## src/rtl/alu_arbiter.sv

```systemverilog
// Two-requester round-robin arbiter in front of the shared EX-stage add/sub ALU.
// Each transaction walks IDLE (grant/accept) -> EXEC (drive ALU) -> RESP (hold result until taken).
module alu_arbiter #(
  parameter int WIDTH = 32
) (
  input  logic                    clk,
  input  logic                    resetN,
  input  logic                    req0Valid,
  input  logic                    req1Valid,
  input  logic [3:0]              req0Op,
  input  logic [3:0]              req1Op,
  input  logic signed [WIDTH-1:0] req0A,
  input  logic signed [WIDTH-1:0] req0B,
  input  logic signed [WIDTH-1:0] req1A,
  input  logic signed [WIDTH-1:0] req1B,
  output logic                    req0Ready,
  output logic                    req1Ready,
  output logic [3:0]              aluOperation,
  output logic signed [WIDTH-1:0] aluA,
  output logic signed [WIDTH-1:0] aluB,
  input  logic signed [WIDTH-1:0] aluResult,
  output logic                    resp0Valid,
  output logic                    resp1Valid,
  input  logic                    resp0Ready,
  input  logic                    resp1Ready,
  output logic signed [WIDTH-1:0] respData,
  output logic                    grantId
);

  localparam logic [3:0] OP_ADD = 4'b0010;

  typedef enum logic [1:0] {
    IDLE = 2'd0,
    EXEC = 2'd1,
    RESP = 2'd2
  } state_e;

  state_e                  state_q, state_d;
  logic                    grant_q, grant_d;
  logic                    last_grant_q, last_grant_d;
  logic [3:0]              op_q, op_d;
  logic signed [WIDTH-1:0] a_q, a_d;
  logic signed [WIDTH-1:0] b_q, b_d;
  logic signed [WIDTH-1:0] data_q, data_d;

  logic both_valid;
  logic any_valid;
  logic sel;
  logic accept;
  logic resp_taken;

  // On a tie the requester that did not win last time gets the slot.
  always_comb begin
    both_valid = req0Valid & req1Valid;
    any_valid  = req0Valid | req1Valid;
    sel        = both_valid ? ~last_grant_q : req1Valid;
    accept     = (state_q == IDLE) & any_valid & resetN;
    resp_taken = (state_q == RESP) & (grant_q ? resp1Ready : resp0Ready);
  end

  // State register
  always_ff @(posedge clk or negedge resetN) begin
    if (!resetN) begin
      state_q <= IDLE;
    end else begin
      state_q <= state_d;
    end
  end

  // Next-state logic
  always_comb begin
    state_d = state_q;
    case (state_q)
      IDLE:    if (accept) state_d = EXEC;
      EXEC:    state_d = RESP;
      RESP:    if (resp_taken) state_d = IDLE;
      default: state_d = IDLE;
    endcase
  end

  // Transaction payload, grant bookkeeping and the captured result.
  always_comb begin
    grant_d      = grant_q;
    last_grant_d = last_grant_q;
    op_d         = op_q;
    a_d          = a_q;
    b_d          = b_q;
    data_d       = data_q;
    if (accept) begin
      grant_d      = sel;
      last_grant_d = sel;
      op_d         = sel ? req1Op : req0Op;
      a_d          = sel ? req1A  : req0A;
      b_d          = sel ? req1B  : req0B;
    end
    if (state_q == EXEC) begin
      data_d = aluResult;
    end
  end

  always_ff @(posedge clk or negedge resetN) begin
    if (!resetN) begin
      grant_q      <= 1'b0;
      last_grant_q <= 1'b1;
      op_q         <= OP_ADD;
      a_q          <= '0;
      b_q          <= '0;
      data_q       <= '0;
    end else begin
      grant_q      <= grant_d;
      last_grant_q <= last_grant_d;
      op_q         <= op_d;
      a_q          <= a_d;
      b_q          <= b_d;
      data_q       <= data_d;
    end
  end

  // Output logic; the ALU sees a harmless add of zeros whenever it is not owned.
  always_comb begin
    req0Ready    = accept & ~sel;
    req1Ready    = accept &  sel;
    aluOperation = OP_ADD;
    aluA         = '0;
    aluB         = '0;
    if (state_q == EXEC) begin
      aluOperation = op_q;
      aluA         = a_q;
      aluB         = b_q;
    end
    resp0Valid = (state_q == RESP) & ~grant_q;
    resp1Valid = (state_q == RESP) &  grant_q;
    respData   = data_q;
    grantId    = grant_q;
  end

endmodule

```

## config.mk

```make
export PLATFORM = sky130hd
export DESIGN_NAME = alu_arbiter
export DESIGN_NICKNAME = d
export VERILOG_FILES = /design/src/rtl/alu_arbiter.sv
export SDC_FILE = /design/constraint.sdc
export NUM_CORES = 1
export LEC_CHECK = 0
export ABC_AREA = 1
export CAP_MARGIN = 40
export CORE_MARGIN = 2
export CORE_UTILIZATION = 44
export DETAILED_ROUTE_END_ITERATION = 8
export PLACE_DENSITY_LB_ADDON = 0.12
export SYNTH_ARGS = -nofsm -noshare
export SYNTH_HDL_FRONTEND = slang
export SYNTH_SLANG_ARGS = --single-unit
```

## constraint.sdc

```tcl
create_clock -name clk -period 2.9 [get_ports clk]
set_clock_uncertainty 0.15 [all_clocks]
set_input_delay 0.29 -clock clk [delete_from_list [all_inputs] [get_ports clk]]
set_output_delay 0.29 -clock clk [all_outputs]
set_load 0.05 [all_outputs]
```

==> run summary, run 1 <==
CTS Hold Bufs = 1
Clock Latency Late Sink = 0.35 ns
outcome = finished clean
post-synth top area cell = dfrtp_1
leakage dissipation = 4.79 nW
reg2reg path depth = 7
WP data arrival = 1.99 ns
Clock Power Share = 15.3%
post-synthesis sequential area ratio = 47.0%
top-area cell type share of the netlist area = 46.0%
Clock Path Buffers = 2
Crit. path cell count = 5
R2R setup slack = 0.94 ns
wire per inst = 14.7 um
drt first pass iters = 4
Congestion Overflow GR = 0
# clock sinks = 104
post-route ant nets = 0
Synth Area in XOR/XNOR = 0%
H-Tree Level Count = 3
slowest stage delay, CP = 0.81 ns
nets@finish = 1,247
Setup crit start = state_q[1]
Sw Ratio = 45.7%
post-CTS setup buffers = 0
fmax = 411 MHz
CTS Buf Count = 9
Post-Synth Adder-Cell Area = 0%
peak supply drop = 0.595 mV
total power = 8.86 mW
CTS Root Cell = clkbuf_16
Synth area leaders = dfrtp_1 (46%), nand2_1 (28%), nand3_1 (9.1%)
Final TNS setup = 0 ns
Net Sw Power = 4.05 mW
post-synthesis cell count = 824
share of cells above drive strength 1 = 10.6%
largest net degree at the start of global routing = 71
FP Rows = 40
Worst R2R Start = state_q[0]
Hold Vio Cnt, Final = 0
largest family of logic cells by synthesized area = simple AND/OR/NAND/NOR gates
Buf+Inv Stages, Crit Path = 3
CP Cell Sequence = inv_2, nor2_1, inv_1, nor2_1, clkdlybuf4s50_1
Port Buffers = 278
min cycle time layout = 2.43 ns
complex-gate fraction of the synthesized area = 0%
vias in the first global route = 5,766
# diodes = 0
register clock-pin slew on the reported worst setup and hold paths = 0.07 ns
synth-to-layout area growth = 70.0%
Worst Tran Pin Value = 0.719 ns
Logic pwr share = 55.6%
fin crit share = 83.9%
gp weighted congestion = 0.817
Yosys warnings = 0
Starting Density = 45.6%
first-pass GRT wire length = 28.6 mm
flops & latches, synth = 104
max-cap viol count = 0
Total Wirelength = 18.3 mm
vias per cell = 4.80
Flop pwr share = 29.1%
CTS tree = yes
Critical Path RT = 2.46 ns
die area = 13,500 um2
Yosys cell types = 16
antenna violations before repair = 0
mux cell area share after synthesis = 0%
Mapped Area = 5540 um2
Layout fillers = 922
Worst Hold Class = primary input to async pin
Via Count = 5,984
CP Max Fanout = 3
RSZ-0062 raised after global routing = no
PostCTS Resize Cnt = 0
Setup violations, final = 0
reg2reg end = b_q[17]
initial DRC count = 376
Crit Path Class = register to primary output
Post-route DRC = 0
core area = 12,200 um2
Most Frequent Cell on Critical Path = nor2_1
multi-input logic area = 2400 um2
sequential cell area = 2610 um2
Mean Syn Cell Area = 6.73 um2
Internal Pwr Total = 4.81 mW
slowest CP cell = clkdlybuf4s50_1
Net Count, Synth = 998
delay-heaviest family, CP = buffers and inverters
GRT Total Usage = 27.1%
P per Cell Area = 940 nW/um2
Simple-Gate Fraction of Synth Area = 43.1%
Slew headroom = 52.1%
max-slew violations = 0
Worst setup SP type = register
Die H = 116 um
CP endpoint kind = primary output
Die X-Extent = 116 um
DP Wirelength = 12.8 mm
Ports = 279
## metrics by stage
step	util [%]	hold slack (ns)	instances	setup WS [ns]	cell area (um2)
after global routing	77.5	0.186	1246	0.391	9430
after detailed placement	74.7	0.00544	1229	0.746	9090
final	77.5	0.190	1246	0.466	9430
after CTS	77.5	0.179	1246	0.475	9430
after global placement	74.7	0.00226	1229	0.826	9090
after floorplan	-	-0.156	824	0.887	5540
## worst register-to-register path: stages, from the launching register on
cell     delay (ns)
dfrtp_1        0.42
buf_4          0.26
nor2_4         0.16
nand2_2        0.08
nor2_4         0.29
buf_12         0.31
nand2_1        0.15
nand2_1        0.07
## power by group through the flow
stage	registers, mW	logic [mW]	clock network, mW
3_5_place_dp	2.59	4.93	0
3_3_place_gp	2.56	4.85	0
5_1_grt	2.66	5.28	1.42
6_report	2.58	4.92	1.35
4_1_cts	2.58	4.96	1.37
2_1_floorplan	3.28	2.22	0
## sequential cells by signal, summed over array words and instances, names as in the netlist
signal,cells
a_q,32
b_q,32
grantId,1
last_grant_q,1
op_q,4
respData,32
state_q,2
## cells in the final DEF, fill, tap and decap left out
master,instances
clkbuf_8,1
dlygate4sd3_1,1
inv_1,71
or2_2,1
inv_6,2
nand2_1,411
nand3_2,1
dfrtp_1,102
nand3_1,101
clkinv_2,1
nand2_4,1
clkinvlp_4,1
nor2_4,3
clkbuf_16,9
inv_2,2
clkdlybuf4s50_1,206
nor2_1,72
buf_4,12
buf_2,1
bufinv_16,2
dfstp_2,2
nand2_2,3
buf_12,72
## final cells by class
class,count,share of cell area [%]
timing repair buffer,292,38.3
tap,168,2.23
clock buffer,10,2.54
sequential,104,27.6
multi-input combinational,593,25.4
clock inverter,6,0.956
inverter,73,2.91
## kinds of logic after synthesis
family,after synthesis
buffers and inverters,127
DFF,104
and+or+nand+nor,593
## how the worst max path moves through the flow
stage                             to  slack [ns]
final                     resp1Valid        0.47
after global routing      resp0Valid        0.39
after floorplan            req0Ready        0.89
after detailed placement     b_q[28]        0.75
after global placement       b_q[28]        0.83
after CTS                 resp0Valid        0.47
## synthesized netlist by cell type
cell and number:
dfstp_2 2, buf_2 35, buf_6 3, inv_1 71, buf_1 4, nand2_2 3, nand3_2 1, nand2_1 412
nand3_1 101, buf_4 1, inv_2 2, clkbuf_1 11, or2_2 1, nor2_1 72, dfrtp_1 102, nor2_4 3
## per-layer routing
metal	GRT usage [%]	vias to the layer above	routed length (um)
li1	-	2967	-
met1	32.5	2761	7120
met2	47.1	223	9240
met3	6.75	33	1440
met4	10.4	0	521
met5	0	-	0
No activity file was read; power rests on OpenSTA's default activity.
==> run 2: changes to the inputs <==
--- a/config.mk
+++ b/config.mk
@@ -8,7 +8,7 @@
 export ABC_AREA = 1
 export CAP_MARGIN = 40
 export CORE_MARGIN = 2
-export CORE_UTILIZATION = 44
+export CORE_UTILIZATION = 37
 export DETAILED_ROUTE_END_ITERATION = 8
 export PLACE_DENSITY_LB_ADDON = 0.12
 export SYNTH_ARGS = -nofsm -noshare
==> constraint.sdc (replaced) <==
create_clock -name clk -period 2.15 [get_ports clk]
set_clock_uncertainty 0.15 [all_clocks]
set_input_delay 0.215 -clock clk [delete_from_list [all_inputs] [get_ports clk]]
set_output_delay 0.215 -clock clk [all_outputs]
set_load 0.05 [all_outputs]
==> run summary, run 2 (same netlist as run 1, synthesis figures left out) <==
Total Wirelength = 17.9 mm (-2.2%)
post-route ant nets = 0 (unchanged)
largest net degree at the start of global routing = 105 (+48%)
Worst Hold Class = primary input to register
Post-route DRC = 0 (unchanged)
vias in the first global route = 5,673 (-1.6%)
cell area after layout = 9510 um2 (+0.85%)
final design utilization = 65.2% (-12 points)
fin cells = 1,267 (+1.7%)
RSZ-0062 raised after global routing = no
Setup violations, final = 0 (unchanged)
hold path cells = 5
share of cells above drive strength 1 = 11.2% (+0.60 points)
slowest CP cell = clkdlybuf4s50_1
vias per cell = 4.62 (-3.8%)
fmax = 498 MHz
peak supply drop = 0.501 mV (-16%)
Hold Slack = 0.195 ns (+0.00568 ns)
Die X-Extent = 126 um (+8.7%)
first-pass GRT wire length = 28.9 mm (+1.2%)
fin crit share = 93.3%
Crit. path cell count = 1 (-4)
wire per inst = 14.1 um (-3.9%)
CTS Root Cell = clkbuf_16
reg2reg path depth = 7 (unchanged)
multi-input logic area = 2400 um2 (unchanged)
Buf+Inv Stages, Crit Path = 1 (-2)
Clock Latency Late Sink = 0.34 ns (about the same)
drt first pass iters = 4 (unchanged)
pre-CTS WS = 0.311 ns (-0.435 ns)
Layout fillers = 1,293 (+40%)
Via Count = 5,853 (-2.2%)
Port Buffers = 278 (unchanged)
FP Rows = 44 (+10%)
H-Tree Level Count = 3 (unchanged)
nets@finish = 1,252 (+0.40%)
Hold Vio Cnt, Final = 0 (unchanged)
Slew headroom = 57.4% (+5.3 points)
Die H = 126 um (+8.7%)
slowest stage delay, CP = 0.87 ns (+0.06 ns)
synth-to-layout area growth = 71.5%
gp weighted congestion = 0.792 (-3.1%)
P per Cell Area = 1250 nW/um2 (+33%)
max-slew violations = 0 (unchanged)
worst setup margin = 0.143 ns (-0.322 ns)
CP Max Fanout = 5 (+2)
CP Cell Sequence = clkdlybuf4s50_1
antenna violations before repair = 0 (unchanged)
outcome = finished clean
WP data arrival = 1.64 ns (-0.35 ns)
Clock Path Buffers = 2 (unchanged)
CTS tree = yes
Crit Path Class = register to primary output
Congestion Overflow GR = 0 (unchanged)
initial DRC count = 301 (-20%)
most frequent cells in the layout = nand2_1 (411), clkdlybuf4s50_1 (204), dfrtp_1 (102)
GRT Total Usage = 22.6% (-4.5 points)
Critical Path RT = 1.78 ns (-0.68 ns)
total power = 11.9 mW (+34%)
CP endpoint kind = primary output
Final TNS setup = 0 ns (unchanged)
placed cells = 1,250 (+1.7%)
delay-heaviest family, CP = buffers and inverters
placed cell areas = 9180 um2 (+0.99%)
# clock sinks = 104 (unchanged)
min cycle time layout = 2.01 ns
Ports = 279 (unchanged)
sequential cell area = 2610 um2 (unchanged)
DP Wirelength = 12.6 mm (-2.1%)
register clock-pin slew on the reported worst setup and hold paths = 0.07 ns (about the same)
die area = 16,000 um2 (+18%)
Starting Density = 38.0% (-7.6 points)
Worst Tran Pin Value = 0.639 ns (-0.0799 ns)
Worst setup SP type = register
leakage dissipation = 4.81 nW (+0.60%)
# diodes = 0 (unchanged)
commonest non-fill, non-tap cell in the layout = nand2_1
CTS Buf Count = 9 (unchanged)
core area = 14,600 um2 (+20%)
max-cap viol count = 0 (unchanged)
==> run 2: final cells by class <==
type	instances	area share, %
Tap cell	184	2.42
Sequential cell	104	27.4
Clock inverter	5	0.658
Multi-Input combinational cell	593	25.2
Clock buffer	11	2.66
Timing Repair Buffer	297	38.7
Inverter	73	2.88
==> run 2: timing repair <==
| action | 4_1_cts | 5_1_grt |
|---|---|---|
| hold buffers | 1 | 0 |
| setup endpoints to repair | 0 | 1 |
| resized for setup | 0 | 1 |
| setup buffers | 0 | 0 |
| endpoints found under the hold margin | 102 | 0 |
==> run 2: path summary, 6_finish.rpt <==
| kind | start | end | slack, ns |
|---|---|---|---|
| min in group asynchronous | resetN | b_q[13] | 0.34 |
| min | req1Valid | last_grant_q | 0.20 |
| max in group asynchronous | resetN | a_q[14] | 0.98 |
| max reg2reg | last_grant_q | a_q[18] | 0.55 |
| max | grantId | grantId | 0.14 |
| min reg2reg | op_q[1] | op_q[1] | 0.32 |
==> run 2: power breakdown <==
group	leakage (nW)	switching [mW]	internal [mW]
clock network	0.149	0.758	0.976
registers	1.29	0.503	2.93
logic	3.37	4.14	2.55
==> run 2: routing by layer <==
layer,up-vias,share of wire [%],track usage (%)
met1,2647,41,27.8
met3,28,8.5,5.99
met4,0,2.6,8.53
li1,2977,-,-
met2,201,48,38.2
met5,-,0,0
